`src/rtl/snn_spike_pkg.sv`:
```
// Shared constants for the spike address-event stream: field offsets, marker
// bytes and the encoder FSM encoding, plus a helper that packs one event word.
package snn_spike_pkg;

  localparam int X_LSB     = 0;
  localparam int Y_LSB     = 8;
  localparam int CH_LSB    = 16;
  localparam int VALID_LSB = 24;

  localparam logic [7:0] SPIKE_MARKER = 8'h01;
  localparam logic [7:0] EMPTY_MARKER = 8'h00;

  typedef enum logic [1:0] {
    ST_IDLE = 2'd0,
    ST_EMIT = 2'd1,
    ST_MARK = 2'd2
  } enc_state_e;

  function automatic logic [31:0] pack_event(input logic [7:0] marker,
                                             input logic [7:0] ch,
                                             input logic [7:0] y,
                                             input logic [7:0] x);
    logic [31:0] ev;
    ev                  = 32'd0;
    ev[VALID_LSB +: 8]  = marker;
    ev[CH_LSB +: 8]     = ch;
    ev[Y_LSB +: 8]      = y;
    ev[X_LSB +: 8]      = x;
    return ev;
  endfunction

endpackage

```
`src/rtl/snn_priority_encoder.sv`:
```
// Combinational lowest-set-bit finder: index, one-hot of that bit, and a flag
// telling whether it is the only bit set.
module snn_priority_encoder #(
  parameter int WIDTH = 28
) (
  input  logic [WIDTH-1:0] vec,
  output logic [7:0]       index,
  output logic [WIDTH-1:0] onehot,
  output logic             single
);

  localparam logic [WIDTH-1:0] ONE  = {{(WIDTH-1){1'b0}}, 1'b1};
  localparam logic [WIDTH-1:0] ZERO = {WIDTH{1'b0}};

  // Scan downward so the lowest set bit is the last one to win.
  always_comb begin
    index = 8'd0;
    for (int i = WIDTH - 1; i >= 0; i--) begin
      index = vec[i] ? 8'(i) : index;
    end
  end

  assign onehot = vec & (~vec + ONE);
  assign single = (vec != ZERO) && ((vec & (vec - ONE)) == ZERO);

endmodule

```
`src/rtl/snn_spike_encoder2d.sv`:
```
// Dense spike-row to address-event encoder: accepts one feature-map row per beat
// and emits one event per set bit, closing every timestep with a single tlast beat.
module snn_spike_encoder2d
  import snn_spike_pkg::*;
#(
  parameter int INPUT_WIDTH    = 28,
  parameter int INPUT_HEIGHT   = 28,
  parameter int INPUT_CHANNELS = 32
) (
  input  logic                   clk,
  input  logic                   reset,
  input  logic                   enable,
  input  logic [INPUT_WIDTH-1:0] s_axis_row_tdata,
  input  logic                   s_axis_row_tvalid,
  output logic                   s_axis_row_tready,
  input  logic                   s_axis_row_tlast,
  output logic [31:0]            m_axis_output_tdata,
  output logic                   m_axis_output_tvalid,
  input  logic                   m_axis_output_tready,
  output logic                   m_axis_output_tlast,
  output logic [31:0]            event_count,
  output logic                   timestep_done,
  output logic                   protocol_error
);

  localparam logic [7:0]             Y_LAST   = 8'(INPUT_HEIGHT - 1);
  localparam logic [7:0]             CH_LAST  = 8'(INPUT_CHANNELS - 1);
  localparam logic [INPUT_WIDTH-1:0] ROW_ZERO = {INPUT_WIDTH{1'b0}};

  enc_state_e             state_r, state_s;
  logic [INPUT_WIDTH-1:0] row_r, row_s;
  logic [7:0]             ch_r, ch_s, y_r, y_s, tag_ch_r, tag_ch_s, tag_y_r, tag_y_s;
  logic                   eot_r, eot_s;
  logic [31:0]            tdata_r, tdata_s, count_r, count_s;
  logic                   tvalid_r, tvalid_s, tlast_r, tlast_s;
  logic                   done_r, done_s, err_r, err_s;
  logic                   tready_s, accept_s, m_hs_s, pos_last_s, row_eot_s;
  logic [INPUT_WIDTH-1:0] pe_in_s, pe_onehot_s;
  logic [7:0]             pe_idx_s;
  logic                   pe_single_s;

  assign tready_s   = (state_r == ST_IDLE) && enable && !reset;
  assign accept_s   = s_axis_row_tvalid && tready_s;
  assign m_hs_s     = tvalid_r && m_axis_output_tready;
  assign pos_last_s = (ch_r == CH_LAST) && (y_r == Y_LAST);
  assign row_eot_s  = s_axis_row_tlast || pos_last_s;
  // row_r holds only the bits not yet presented, so one encoder serves both states.
  assign pe_in_s    = (state_r == ST_IDLE) ? s_axis_row_tdata : row_r;

  snn_priority_encoder #(.WIDTH(INPUT_WIDTH)) u_pe (
    .vec    (pe_in_s),
    .index  (pe_idx_s),
    .onehot (pe_onehot_s),
    .single (pe_single_s)
  );

  // Next-state, position counters and output-register values.
  always_comb begin
    state_s  = state_r;
    row_s    = row_r;
    ch_s     = ch_r;
    y_s      = y_r;
    tag_ch_s = tag_ch_r;
    tag_y_s  = tag_y_r;
    eot_s    = eot_r;
    tdata_s  = tdata_r;
    tvalid_s = tvalid_r;
    tlast_s  = tlast_r;
    count_s  = count_r;
    err_s    = err_r;
    done_s   = 1'b0;
    case (state_r)
      ST_IDLE: begin
        if (accept_s) begin
          tag_ch_s = ch_r;
          tag_y_s  = y_r;
          eot_s    = row_eot_s;
          err_s    = err_r | (s_axis_row_tlast ^ pos_last_s);
          if (row_eot_s) begin
            ch_s = 8'd0;
            y_s  = 8'd0;
          end else if (y_r == Y_LAST) begin
            ch_s = ch_r + 8'd1;
            y_s  = 8'd0;
          end else begin
            y_s  = y_r + 8'd1;
          end
          if (s_axis_row_tdata != ROW_ZERO) begin
            state_s  = ST_EMIT;
            row_s    = s_axis_row_tdata & ~pe_onehot_s;
            tdata_s  = pack_event(SPIKE_MARKER, ch_r, y_r, pe_idx_s);
            tvalid_s = 1'b1;
            tlast_s  = row_eot_s && pe_single_s;
          end else if (row_eot_s) begin
            state_s  = ST_MARK;
            tdata_s  = pack_event(EMPTY_MARKER, ch_r, y_r, 8'h00);
            tvalid_s = 1'b1;
            tlast_s  = 1'b1;
          end else begin
            state_s  = ST_IDLE;
          end
        end else begin
          state_s = ST_IDLE;
        end
      end
      ST_EMIT: begin
        if (m_hs_s) begin
          count_s = count_r + 32'd1;
          done_s  = tlast_r;
          if (row_r != ROW_ZERO) begin
            row_s   = row_r & ~pe_onehot_s;
            tdata_s = pack_event(SPIKE_MARKER, tag_ch_r, tag_y_r, pe_idx_s);
            tlast_s = eot_r && pe_single_s;
          end else begin
            state_s  = ST_IDLE;
            tdata_s  = 32'd0;
            tvalid_s = 1'b0;
            tlast_s  = 1'b0;
          end
        end else begin
          state_s = ST_EMIT;
        end
      end
      ST_MARK: begin
        if (m_hs_s) begin
          done_s   = 1'b1;
          state_s  = ST_IDLE;
          tdata_s  = 32'd0;
          tvalid_s = 1'b0;
          tlast_s  = 1'b0;
        end else begin
          state_s = ST_MARK;
        end
      end
      default: begin
        state_s  = ST_IDLE;
        tdata_s  = 32'd0;
        tvalid_s = 1'b0;
        tlast_s  = 1'b0;
      end
    endcase
  end

  // State and output registers; reset discards any row in flight.
  always_ff @(posedge clk) begin
    if (reset) begin
      state_r  <= ST_IDLE;
      row_r    <= ROW_ZERO;
      ch_r     <= 8'd0;
      y_r      <= 8'd0;
      tag_ch_r <= 8'd0;
      tag_y_r  <= 8'd0;
      eot_r    <= 1'b0;
      tdata_r  <= 32'd0;
      tvalid_r <= 1'b0;
      tlast_r  <= 1'b0;
      count_r  <= 32'd0;
      err_r    <= 1'b0;
      done_r   <= 1'b0;
    end else begin
      state_r  <= state_s;
      row_r    <= row_s;
      ch_r     <= ch_s;
      y_r      <= y_s;
      tag_ch_r <= tag_ch_s;
      tag_y_r  <= tag_y_s;
      eot_r    <= eot_s;
      tdata_r  <= tdata_s;
      tvalid_r <= tvalid_s;
      tlast_r  <= tlast_s;
      count_r  <= count_s;
      err_r    <= err_s;
      done_r   <= done_s;
    end
  end

  assign s_axis_row_tready    = tready_s;
  assign m_axis_output_tdata  = tdata_r;
  assign m_axis_output_tvalid = tvalid_r;
  assign m_axis_output_tlast  = tlast_r;
  assign event_count          = count_r;
  assign timestep_done        = done_r;
  assign protocol_error       = err_r;

endmodule

```
`config.mk`:
```
export PLATFORM = sky130hd
export DESIGN_NAME = snn_spike_encoder2d
export DESIGN_NICKNAME = d
export VERILOG_FILES = /design/src/rtl/snn_spike_pkg.sv /design/src/rtl/snn_priority_encoder.sv /design/src/rtl/snn_spike_encoder2d.sv
export SDC_FILE = /design/constraint.sdc
export NUM_CORES = 1
export LEC_CHECK = 0
export ABC_CLOCK_PERIOD_IN_PS = 4200
export CELL_PAD_IN_SITES_DETAIL_PLACEMENT = 1
export CELL_PAD_IN_SITES_GLOBAL_PLACEMENT = 2
export CORE_UTILIZATION = 32
export CTS_CLUSTER_DIAMETER = 40
export DETAILED_ROUTE_END_ITERATION = 10
export MAX_ROUTING_LAYER = met4
export PLACE_DENSITY = 0.84
export SYNTH_ARGS = -nofsm -noshare
export SYNTH_HDL_FRONTEND = slang
export SYNTH_SLANG_ARGS = --single-unit
export TNS_END_PERCENT = 5
```
`constraint.sdc`:
```
create_clock -name clk -period 4.2 [get_ports clk]
set_input_delay 0.63 -clock clk [delete_from_list [all_inputs] [get_ports clk]]
set_output_delay 0.63 -clock clk [all_outputs]
set_load 0.05 [all_outputs]
```
==> results, run 1 <==
- The flow ran to the end, and the final reports show no timing, DRC or antenna violations.
- At the worst endpoint, the required time is 4.48 ns.
- The cell chosen for the clock root is clkbuf_16.
- The later pin in the worst-skew pair is clocked with a latency of 0.43 ns.
- After detailed routing, the number of remaining DRC violations is 0.
- In this run the cell area measured after placement is 8080 um2.
- Setup slack on the worst reg-to-reg path comes out at 0.69 ns.
- In this run the horizontal extent of the chip is 149 um.
- The number of antenna violations at the first check in global routing is 0.
- Buffers inserted to repair hold after CTS numbered 0.
- The I/O pin count is 103.
- The timing-limited maximum frequency is 0.285 GHz.
- The design draws 3.32 mW.
- The sink count of the clock tree is 121.
- 0 antenna diodes ended up in the layout.
- Registers are responsible for 36.5% of the overall power.
- The final count of hold timing violations is 0.
- Counting flops and latches in the post-synthesis netlist gives 121.
- The worst hold path belongs to the class flip-flop to flip-flop.
- The total global routing track utilization is 22.4%.
- For the final database, setup skew stands at 0.00964 ns.
- The met3 track demand over resource in global routing is 5.25%.
- Counting flops with a built-in enable in the synthesized netlist gives 0.
- Counting the buffers created by CTS gives 17.
- The count of synthesis-stage warnings from yosys is 0.
- The worst hold path startpoint is tag_ch_r[4].
- For this block, the routed nets add up to 23100 um of wire.
- The compound-gate portion of the synthesized area is 22.3%.
- The logic gate share of total power is 19.4%.
- The core region area is 21100 um2.
- Along the worst hold path, the cell count comes to 2.
- The arrival time of the worst setup path is 3.80 ns.
- The site row count is 53.
- STA classifies the critical path endpoint as a flip-flop.
- The H-tree depth is 4.
- The final antenna-violating net count is 0.
- For this design the ratio of total power to cell area is 383 nW/um2.
- In this run the power spent charging and discharging nets is 1.01 mW.
- IR analysis of the VDD net gives a maximum drop of 264 uV.
- The met1 layer usage reported by global route is 29.1%.
- The number of max-slew violations in the final report is 0.
- The global-route layer with the greatest usage is met2.
- Of the available clock period, the critical path in the final layout requires 83.6%.
- The post-CTS setup-driven buffer insertion count is 0.
- Of all flip-flops after synthesis, the portion carrying an async set or reset was 0%.
- In this run the critical register-to-register path is launched from state_r[0].
- The destination of the worst hold path is tag_ch_r[4].
- The accumulated negative setup slack is 0 ns.
- The top flip-flop cell by instance count after synthesis is dfxtp_1.
- Setup repair after global routing left no endpoint under its margin.
- The first global-routing pass estimated 37500 um of wire.
- Once the floorplan was initialized, standard cells occupied 32.6% of the core.
- Post-CTS repair changed the size of 0 cells.
- The TritonCTS clock tree is done.
- The detailed placer's ending HPWL is 16200 um.
- The part of the Yosys area used for sequential elements is 35.2%.
- The adder-cell share of the synthesized area is 1.45%.
- The critical path starts at state_r[0].
- The worst setup slack before clock tree synthesis is 0.562 ns.
- The global routing met2 resource utilization is 33.8%.
- The mean instance size in the synthesized netlist is 7.75 um2.
- The cell type with the largest total area after synthesis is dfxtp_1.
- The unique cell type count in the Yosys netlist is 73.
- The worst-case setup margin in the final layout is 0.688 ns.
- The top cell type by area accounts for 35.2% of the synthesized area.
- The endpoint identified for the worst register-to-register timing path is row_r[27].
- For this run, the post-layout net count is 1008.
- The layout overhead on the synthesized area is 25.8%.
- In the routed layout, each cell is associated on average with a via count of 5.50.
- The layout filler cell count is 2588.
- The number of placed instances, taps included is 1222.
- The switching power share of the total is 30.5%.
- The die covers 22100 um2.
- The internal cell power is 2.31 mW.
- The number of cells produced by synthesis is 888.
- The largest net degree at the start of global routing is 62.
- In this run, the clock network consumes 44.1% of the power.
- Dividing the detail-routed wire length by the instance count gives 18.5 um.
- The analysis attributes to cell leakage a power of 3.04 nW.
- The die span in y is 149 um.
- Routability-driven placement finished with a final weighted congestion of 0.911.
- The xor and xnor fraction of the mapped netlist area is 4.20%.
- The number of violations of the max-capacitance limit is 0.
- Sorting the synthesized cells by area gives the leading types as dfxtp_1 (35%), nor2_1 (6.4%), nand2_1 (5.5%), a21oi_1 (4.4%), xor2_1 (3.2%).
- The cell count of the worst reg-to-reg path is 10.
- The largest fanout of any net on the critical path is 40.
- The minimum hold slack is 0.456 ns.
- The detailed-routing iteration count for the pre-antenna-repair pass is 4.
- After synthesis the cells add up to 6880 um2.
- The clock period could shrink to 3.51 ns.
- The final-report setup violation count is 0.
- The worst slew margin relative to its limit is 53.6%.
- The maximum clock path buffer count is 2.
- The number of input and output port buffers inserted is 92.
- The post-synthesis mux area share is 4.40%.
- The remaining global-route overflow is 0.
- The number of global-route vias before repair was 6860.
- The combinational family with the most area after synthesis is simple AND/OR/NAND/NOR gates.
- The worst setup path is launched from a flip-flop.
- The actual slew at the worst max-slew pin is 0.696 ns.
- With fillers left out, the area of the finished cells amounts to 8660 um2.
- The path type of the worst setup path is flip-flop to flip-flop.
- The proportion of layout cells with a drive suffix above 1 is 8.28%.
- Summing the areas of all and, or, nand and nor instances in the mapped netlist gives 27.1% of the synthesized area.
- The starting DRC count in detailed routing is 372.
- The count of non-filler cells in the finished layout is 1253.
- After clock tree synthesis, the clock-pin slew on the worst setup and hold paths is 0.06 ns.
- Cells fill 41.0% of the core in the end.
- The detailed-route via count is 6891.
==> logic make-up after synthesis <==
kind of cell,Yosys count
multiplexers,29
XOR/XNOR,33
buffers and inverters,81
adder cells (fa/ha/maj),8
flip-flops,121
AND/OR/NAND/NOR,391
AO/OA/AOI/OAI,224
other,1
==> final cells by class <==
cell class | instances | area, um2 | share of cell area [%]
repair buffers | 115 | 1100 | 12.7
clock inverters | 11 | 121 | 1.40
multi-input cells | 695 | 4150 | 47.9
well taps | 275 | 344 | 3.98
clock buffers | 20 | 457 | 5.28
inverters | 16 | 60.1 | 0.694
flip-flops and latches | 121 | 2420 | 28.0
==> power groups by stage <==
stage               Sequential (mW)  Clock (mW)  Combinational (mW)
global placement               1.23           0               0.635
CTS                            1.21        1.49               0.642
global route                   1.22        1.55               0.693
detailed placement             1.24           0               0.638
floorplan                      1.30           0               0.353
finish                         1.21        1.46               0.644
==> critical path, cell delays in order (launching register included) <==
cell and delay [ns]:
dfxtp_1 0.32, inv_1 0.16, ha_4 0.48, buf_4 0.36, nor3b_1 0.30, o22a_2 0.27, or3b_1 0.47, or4_1 0.58
a21bo_1 0.21, a32oi_1 0.14, nor2_1 0.05
==> registers in the layout (all words and copies together), names as in the netlist <==
name and flops:
y_r 8, m_axis_output_tdata 22, event_count 32, tag_y_r 8
eot_r 1, timestep_done 1, m_axis_output_tlast 1, protocol_error 1
state_r 2, row_r 28, m_axis_output_tvalid 1, tag_ch_r 8
ch_r 8
==> Yosys cell counts (3+ instances only) <==
master       n
a211oi_1    17
and2_1       5
nand3_1     22
a21o_1       4
a21bo_2      8
and3_1       9
nor2b_1     10
inv_1       16
xnor2_1      8
a22oi_1     21
o31ai_1      3
xor2_1      25
buf_2        8
o22a_1       3
o22ai_1      6
or2_2        4
nand2_1    101
nor4_1      14
buf_4       10
nor3b_1     11
o21ai_0     38
nand2b_1     6
a21oi_1     61
clkbuf_1    41
mux2_2       7
nor3_1      43
nand4_1     19
mux2i_1     21
a32oi_1     14
or4_1        4
nor2_1     117
a2111oi_0    4
buf_1        4
or3_1       12
nand3b_1     5
o32a_1       3
o211ai_1     7
dfxtp_1    121
ha_1         8
==> worst max path at each step <==
stage	endpoint	slack (ns)
2_1_floorplan	row_r[27]	1.10
3_3_place_gp	row_r[27]	0.61
3_5_place_dp	row_r[27]	0.56
4_1_cts	row_r[11]	0.73
5_1_grt	row_r[14]	0.45
6_report	row_r[27]	0.69
==> placed cells by master (no fill, tap or decap), drive strengths merged, types with 5 or more instances in the layout <==
cell,count
conb,10
xnor2,8
nor3,43
and3,9
o22ai,6
nor2b,10
nor4,14
inv,18
a21oi,62
nand4,19
a211oi,17
mux2,7
o21ai,40
a32oi,14
or3,12
nand3,22
or2,6
and2,5
nor2,117
ha,8
clkinv,5
mux2i,22
nand3b,5
nand2b,6
xor2,25
dfxtp,121
o211ai,8
nor3b,11
clkdlybuf4s50,91
a22oi,21
buf,24
clkbuf,20
a21bo,10
nand2,101
==> routing by layer <==
layer | vias up | part of all wire, %
met5 | - | 0
met3 | 32 | 5.5
met2 | 168 | 45
met1 | 3343 | 48
li1 | 3348 | -
met4 | 0 | 1.9
Note: power is estimated with default switching activity, not from simulation.
==> run 2, diff against run 1 <==
--- a/config.mk
+++ b/config.mk
@@ -5,14 +5,14 @@
 export SDC_FILE = /design/constraint.sdc
 export NUM_CORES = 1
 export LEC_CHECK = 0
-export ABC_CLOCK_PERIOD_IN_PS = 4200
+export ABC_CLOCK_PERIOD_IN_PS = 3200
 export CELL_PAD_IN_SITES_DETAIL_PLACEMENT = 1
 export CELL_PAD_IN_SITES_GLOBAL_PLACEMENT = 2
-export CORE_UTILIZATION = 32
+export CORE_UTILIZATION = 29
 export CTS_CLUSTER_DIAMETER = 40
 export DETAILED_ROUTE_END_ITERATION = 10
 export MAX_ROUTING_LAYER = met4
-export PLACE_DENSITY = 0.84
+export PLACE_DENSITY = 0.8
 export SYNTH_ARGS = -nofsm -noshare
 export SYNTH_HDL_FRONTEND = slang
 export SYNTH_SLANG_ARGS = --single-unit
==> constraint.sdc (replaced) <==
create_clock -name clk -period 3.2 [get_ports clk]
set_input_delay 0.48 -clock clk [delete_from_list [all_inputs] [get_ports clk]]
set_output_delay 0.48 -clock clk [all_outputs]
set_load 0.05 [all_outputs]
==> run 2 against run 1 <==
  * Register-to-register slack worse by 0.54 ns
  * Worst hold slack got worse by 0.037 ns
  * Flip-flop and latch count did not move
  * Cell count increased by 9.7%
  * Critical path depth grew 1
==> results, run 2 (synthesized netlist as in run 1, its figures left out) <==
- The total area inside the core boundary comes to 23400 um2.
- The later pin in the worst-skew pair is clocked with a latency of 0.43 ns.
- The path type of the worst setup path is flip-flop to flip-flop.
- The placed cell area is 8670 um2.
- 103 I/O pins were placed.
- Once detailed placement completed, the half-perimeter wirelength came to 17700 um.
- The most common library cell in the layout ignoring fill and taps is dfxtp_1.
- The clock arrives with 0.0102 ns of skew.
- The number of max-slew violations in the final report is 0.
- Measured in cells, the most critical reg-to-reg path has a length of 11.
- After detailed routing, the average wire length per cell comes to 18.1 um.
- The analysis attributes to net switching a power of 1.39 mW.
- For flop-to-flop paths, the worst setup slack is 0.15 ns.
- The count of antenna diodes in the layout is 0.
- The internal cell power is 3.04 mW.
- The clock period minus final worst setup slack is 3.05 ns.
- The first global-routing pass estimated 39500 um of wire.
- In this run the critical register-to-register path is launched from state_r[1].
- The cell chosen for the clock root is clkbuf_16.
- The routed via count divided by cell count is 5.27.
- Of the total power, the share spent switching nets is 31.4%.
- The worst slew margin relative to its limit is 47.2%.
- The worst path uses 95.4% of the clock period.
- Global routing used 21.5% of the available tracks.
- The final-report setup violation count is 0.
- The final count of hold timing violations is 0.
- Dividing total power by cell area gives a power density of 474 nW/um2.
- The count of hold-fix buffers inserted at cts is 0.
- For this design, the sink count on the clock tree is 121.
- At the worst endpoint, the required time is 3.50 ns.
- The detailed-route via count is 7247.
- The worst setup path is launched from a flip-flop.
- The TritonCTS clock tree is done.
- The terminus of the critical flop-to-flop path is row_r[26].
- The sequential group share of total power is 35.9%.
- The horizontal die dimension is 156 um.
- The number of input and output port buffers inserted is 92.
- The class of the tightest hold or removal check is input pin to flip-flop.
- The routed wire length is 24900 um.
- The maximum clock path buffer count is 2.
- The number of nets at the end of the flow is 1085.
- The clock-pin slew on the worst setup and hold paths is 0.06 ns.
- Setup repair after global routing left no endpoint under its margin.
- The starting DRC count in detailed routing is 376.
- The initial cell density of the core is 29.4%.
- The weighted congestion at the end of routability-driven global placement is 0.902.
- The layout overhead on the synthesized area is 35.8%.
- The H-tree was split into 4 levels.
- Max-cap violations in this run came to 0.
- The finished layout cell area is 9350 um2.
- The accumulated negative setup slack is 0 ns.
- Leaving out fill and tap cells, the most frequent cells in the layout are dfxtp_1 (121), nor2_1 (117), nand2_1 (101).
- For this run the aggregate overflow at the end of global routing stands at 0.
- The number of flip-flops in the largest register is 32.
- The most critical setup path has its startpoint at state_r[1].
- The actual slew at the worst max-slew pin is 0.792 ns.
- The post-detailed-route DRC marker count is 0.
- The number of global-route vias before repair is 7248.
- The clock buffer count from CTS is 17.
- The worst supply voltage drop on vdd is 319 uV.
- The arrival time of the worst setup path is 3.35 ns.
- The kind of end point of the critical path is a flip-flop.
- The proportion of layout cells with a drive suffix above 1 is 15.9%.
- In this run the worst path has a maximum fanout of 7.
- The timing-limited maximum frequency is 0.328 GHz.
- The die span in y is 156 um.
- The detailed-routing iteration count for the pre-antenna-repair pass is 5.
- Entering global routing, the biggest net connects 73 pins.
- In the final layout, flip-flops and latches occupy 2420 um2.
- The total die area is 24400 um2.
- The final antenna-violating net count is 0.
- The number of antenna violations at the first check in global routing is 0.
- The run finished with clean final reports.
- The layout filler cell count is 2880.
- The initialized floorplan defines 56 standard-cell rows.
- The destination of the critical timing path is row_r[26].
- The leakage power is 3.42 nW.
- The area of the multi-input gates is 4190 um2.
- The logic gate share of total power is 21.6%.
- The design draws 4.43 mW.
- The share of total power dissipated in the clock network is 42.5%.
[run 2: how the worst min path moves through the flow]
stage	startpoint	end	slack [ns]	cells past startpoint
after floorplan	tag_ch_r[0]	tag_ch_r[0]	0.44	2
after global placement	tag_y_r[0]	tag_y_r[0]	0.44	2
after detailed placement	tag_ch_r[6]	tag_ch_r[6]	0.45	2
after CTS	reset	event_count[27]	0.40	2
after global routing	reset	event_count[27]	0.41	2
final	reset	event_count[24]	0.42	2
[run 2: final cells by class]
| type | count | area share (%) |
|---|---|---|
| Tap cell | 319 | 4.27 |
| Timing Repair Buffer | 192 | 18.3 |
| Inverter | 16 | 0.642 |
| Clock buffer | 19 | 4.84 |
| Sequential cell | 121 | 25.9 |
| Clock inverter | 13 | 1.26 |
| Multi-Input combinational cell | 695 | 44.8 |
[run 2: metal layers]
metal	track usage (%)	up-vias	part of all wire, %
li1	-	3516	-
met1	26.7	3531	47
met2	34.4	170	46
met3	5.33	30	5.2
met4	6.26	0	1.9
met5	-	-	0
[run 2: timing repair]
action,in CTS,in global routing
gates resized for setup,0,11
buffers inserted,0,6
endpoints found under the setup margin,0,3
[run 2: metrics by stage]
stage / util [%] / cells / hold slack [ns] / setup slack (ns)
floorplan: - / 897 / 0.436 / 0.103
global placement: 37.0 / 1337 / 0.441 / -0.102
detailed placement: 37.0 / 1337 / 0.450 / -0.114
CTS: 39.5 / 1369 / 0.400 / 0.0293
global route: 39.9 / 1375 / 0.413 / 0.00934
finish: 39.9 / 1375 / 0.418 / 0.148
[run 2: critical path: stages (launching register included)]
cell       delay (ns)
dfxtp_1          0.32
inv_2            0.08
ha_4             0.16
clkbuf_4         0.18
or3b_4           0.39
o2bb2ai_2        0.13
or4_1            0.53
buf_4            0.18
or4_1            0.54
a21bo_1          0.21
a32oi_1          0.15
nor2_1           0.05
[run 2: power by group through the flow]
stage	registers, mW	logic [mW]	clock network, mW
detailed placement	1.62	0.926	0
CTS	1.59	0.931	1.93
global placement	1.62	0.920	0
floorplan	1.71	0.463	0
finish	1.59	0.957	1.88
global route	1.60	1.03	2.00
==> run 3, diff against run 2 <==
--- a/config.mk
+++ b/config.mk
@@ -5,14 +5,15 @@
 export SDC_FILE = /design/constraint.sdc
 export NUM_CORES = 1
 export LEC_CHECK = 0
+export ABC_AREA = 1
 export ABC_CLOCK_PERIOD_IN_PS = 3200
 export CELL_PAD_IN_SITES_DETAIL_PLACEMENT = 1
 export CELL_PAD_IN_SITES_GLOBAL_PLACEMENT = 2
-export CORE_UTILIZATION = 29
+export CORE_UTILIZATION = 27
 export CTS_CLUSTER_DIAMETER = 40
 export DETAILED_ROUTE_END_ITERATION = 10
 export MAX_ROUTING_LAYER = met4
-export PLACE_DENSITY = 0.8
+export PLACE_DENSITY = 0.79
 export SYNTH_ARGS = -nofsm -noshare
 export SYNTH_HDL_FRONTEND = slang
 export SYNTH_SLANG_ARGS = --single-unit
==> run 3 against run 2 <==
  * Worst setup slack got worse by 0.048 ns
  * Clock power up 4%
  * Design area fell by 1.2%
  * First-iteration DRC count is 24% lower
  * Largest cell class unchanged
  * Largest power group unchanged
  * Highest routed layer unchanged
==> results, run 3 <==
- Of all nets on the critical path, the largest fanout is 14.
- Setup repair after global routing could not meet its margin everywhere.
- The share of synthesized area in the top cell type comes to 34.5%.
- The post-detailed-route DRC marker count is 0.
- The number of clock buffers added by TritonCTS is 17.
- The cell chosen for the clock root is clkbuf_16.
- The synthesized netlist occupies a cell area of 7020 um2.
- Max-cap violations in this run came to 0.
- For this run, global-route usage on met1 was measured as 23.4%.
- The path type of the worst setup path is flip-flop to flip-flop.
- In this run the deepest clock path goes through 2 buffers.
- The library cell used most frequently in the layout, excluding fill and tap cells, is nand2_1.
- The number of max-slew violations in the final report is 0.
- The internal cell power is 2.89 mW.
- The total global routing track utilization is 18.5%.
- The ratio of final minimum period to clock period is 96.9%.
- The share of flip-flops with an asynchronous set or reset is 0%.
- The synthesized design contains 0 enable-type register cells.
- The floorplan step set the die width to 163 um.
- The switching power share of the total is 31.3%.
- STA classifies the critical path startpoint as a flip-flop.
- The adder-cell share of the synthesized area is 1.43%.
- The routed via count divided by cell count is 4.80.
- The worst slew margin relative to its limit is 42.2%.
- The synthesized netlist devotes 21.6% of its cell area to compound gates.
- Summed over all layers, the routed wires come to 23400 um.
- On the final layout, the worst clock skew is 0.0110 ns.
- Timing would allow up to 0.323 GHz.
- The final count of hold timing violations is 0.
- The starting DRC count in detailed routing is 284.
- Detailed placement ended at an HPWL of 17100 um.
- Counting flops and latches in the post-synthesis netlist gives 121.
- Global routing used 2.89% of the available met3 tracks.
- Once the floorplan was initialized, standard cells occupied 27.7% of the core.
- Of the total power, combinational logic draws 16.0%.
- nand2_1 is the most common cell in the netlist.
- The global-route layer with the greatest usage is met2.
- The commonest cells after synthesis are nand2_1 (237), inv_1 (137), dfxtp_1 (121), a21oi_1 (100), o21ai_0 (88).
- TritonCTS built the clock tree.
- The worst-case IR drop observed on VDD is 309 uV.
- The kind of end point of the critical path is a flip-flop.
- The data required time of the critical path is 3.55 ns.
- The number of global-route vias before repair came to 7274.
- In the synthesized netlist, mux cells make up 0% of the area.
- The layout overhead on the synthesized area is 31.6%.
- In this run the power spent charging and discharging nets is 1.32 mW.
- The sink count of the clock tree is 121.
- For this run, the number of Yosys warnings is 0.
- The die covers 26600 um2.
- The most used flip-flop cell after synthesis is dfxtp_1.
- The basic-gate share of the synthesized area counting and, or, nand and nor cells is 29.8%.
- The initialized floorplan defines 58 standard-cell rows.
- Of the total power, registers draw 37.8%.
- In this run the remaining antenna-violating nets after routing total 0.
- The combinational family with the most area after synthesis is simple AND/OR/NAND/NOR gates.
- The clock network accounts for 46.2% of the total power.
- The count of antenna diodes in the layout is 0.
- After detailed routing, the average wire length per cell comes to 15.5 um.
- The cell type with the largest total area after synthesis is dfxtp_1.
- The cell count after synthesis came out at 1042.
- The arrival time of the worst setup path is 3.45 ns.
- By area the synthesized netlist is led by dfxtp_1 (35%), nand2_1 (13%), inv_1 (7.3%), a21oi_1 (7.1%), o21ai_0 (6.3%).
- The clock-pin slew on the worst setup and hold paths is 0.07 ns.
- The number of antenna violations at the first check in global routing came to 0.
- Global routing finished with a remaining overflow of 0.
- The register with the most flip-flops in the layout has 32 of them.
- The final-report setup violation count is 0.
- Setup slack closes at 0.100 ns.
- Dividing the synthesized area by the synthesized cell count gives 6.74 um2.
- Sequential elements use 34.5% of the synthesized area.
- The actual slew at the worst max-slew pin is 0.867 ns.
- Entering global routing, the biggest net connects 67 pins.
- For this run, the post-layout net count is 1209.
- The core region area is 25300 um2.
- On the final layout, the worst hold slack is 0.451 ns.
- The weighted congestion at the end of routability-driven global placement is 0.840.
- The H-tree depth is 4.
- Buffers placed on the I/O ports in this run total 92.
- The top cell types in the final layout, fill and taps aside, are nand2_1 (237), inv_1 (135), dfxtp_1 (119).
- The leakage power is 3.58 nW.
- The die span in y is 163 um.
- Summing the areas of all xor and xnor instances in the mapped netlist gives 0.624% of the synthesized area.
- The count of hold-fix buffers inserted at cts is 0.
- The insertion delay to the later sink of the worst-skew pair is 0.43 ns.
- Prior to clock tree synthesis, the placed netlist has a worst setup slack of -0.0525 ns.
- The run finished with clean final reports.
- The tightest min-delay check is of the flip-flop to flip-flop type.
- The first global-routing pass estimated 37700 um of wire.
- The global routing met2 resource utilization is 30.2%.
- For this block, the via count after detailed routing is 7242.
- The number of different library cells used by synthesis comes to 52.
- In this run the count of I/O pins placed on the die edge is 103.
- The detailed-routing iteration count for the pre-antenna-repair pass is 4.
- The clock period minus final worst setup slack is 3.10 ns.
- In this run the power density over the cells is 455 nW/um2.
- The post-route netlist has 13.9% of its cells at a drive strength greater than 1.
run 3: changes by cell type in the layout (fill, tap and decap cells not counted), sizes merged, moves of 22 or more:
cell	delta
a21oi	+39
mux2i	-22
o21ai	+62
nand2	+145
inv	+132
buf	-46
run 3: cell type report:
type	count	area, um2
clock buffers	17	425
clock inverters	15	156
fillers	3166	16100
inverters	146	554
multi-input cells	734	3870
flip-flops and latches	121	2420
well taps	330	413
repair buffers	147	1400
run 3: repair_timing:
action / CTS / global route
resized for setup: 0 / 16
setup buffers: 0 / 6
endpoints found under the setup margin: 0 / 3
run 3: logic make-up after synthesis:
logic type / after synthesis
fa+ha+maj: 8
flops: 121
buf+inv: 196
compound gates: 268
other cells: 1
xor+xnor: 5
simple gates: 443
run 3: metal layers:
layer	vias up	part of all wire, %
li1	3677	-
met1	3447	48
met2	94	47
met3	24	3.0
met4	0	1.4
met5	-	0
run 3: final timing paths:
path | end | from | slack (ns) | depth (start not counted)
hold reg to reg | tag_y_r[4] | tag_y_r[4] | 0.45 | 2
setup / recovery | m_axis_output_tlast | state_r[1] | 0.10 | 20
hold / removal | tag_y_r[4] | tag_y_r[4] | 0.45 | 2
setup reg to reg | m_axis_output_tlast | state_r[1] | 0.10 | 20
run 3: critical path: stages, from the launching register on:
cell and delay, ns:
dfxtp_2 0.35, inv_1 0.09, ha_4 0.20, clkbuf_4 0.19, clkbuf_16 0.19, o21a_1 0.23, nor2_2 0.16, nand2_2 0.09
nor2_4 0.13, nand2_2 0.10, nor2_4 0.14, nand2_4 0.09, nor2_4 0.09, inv_2 0.08, nor2_4 0.14, a21oi_1 0.10
nor3_1 0.25, nand4_1 0.16, nand2_1 0.09, nand2_1 0.06, a21oi_2 0.10
run 3: power groups by stage:
stage / registers, mW / logic [mW] / clock network, mW
6_report: 1.59 / 0.671 / 1.95
5_1_grt: 1.60 / 0.743 / 2.06
4_1_cts: 1.59 / 0.655 / 2.00
3_5_place_dp: 1.62 / 0.651 / 0
3_3_place_gp: 1.62 / 0.641 / 0
2_1_floorplan: 1.63 / 0.413 / 0
run 3: through the flow:
stage	TNS, ns	total power, mW	cell area [um2]	cells	utilization [%]
final	0	4.21	9240	1510	36.5
after global routing	-0.177	4.40	9240	1510	36.5
after CTS	0	4.24	9100	1503	35.9
after detailed placement	-0.124	2.27	8510	1471	33.6
after global placement	-0.0177	2.26	8510	1471	33.6
after floorplan	0	2.04	7050	1051	-
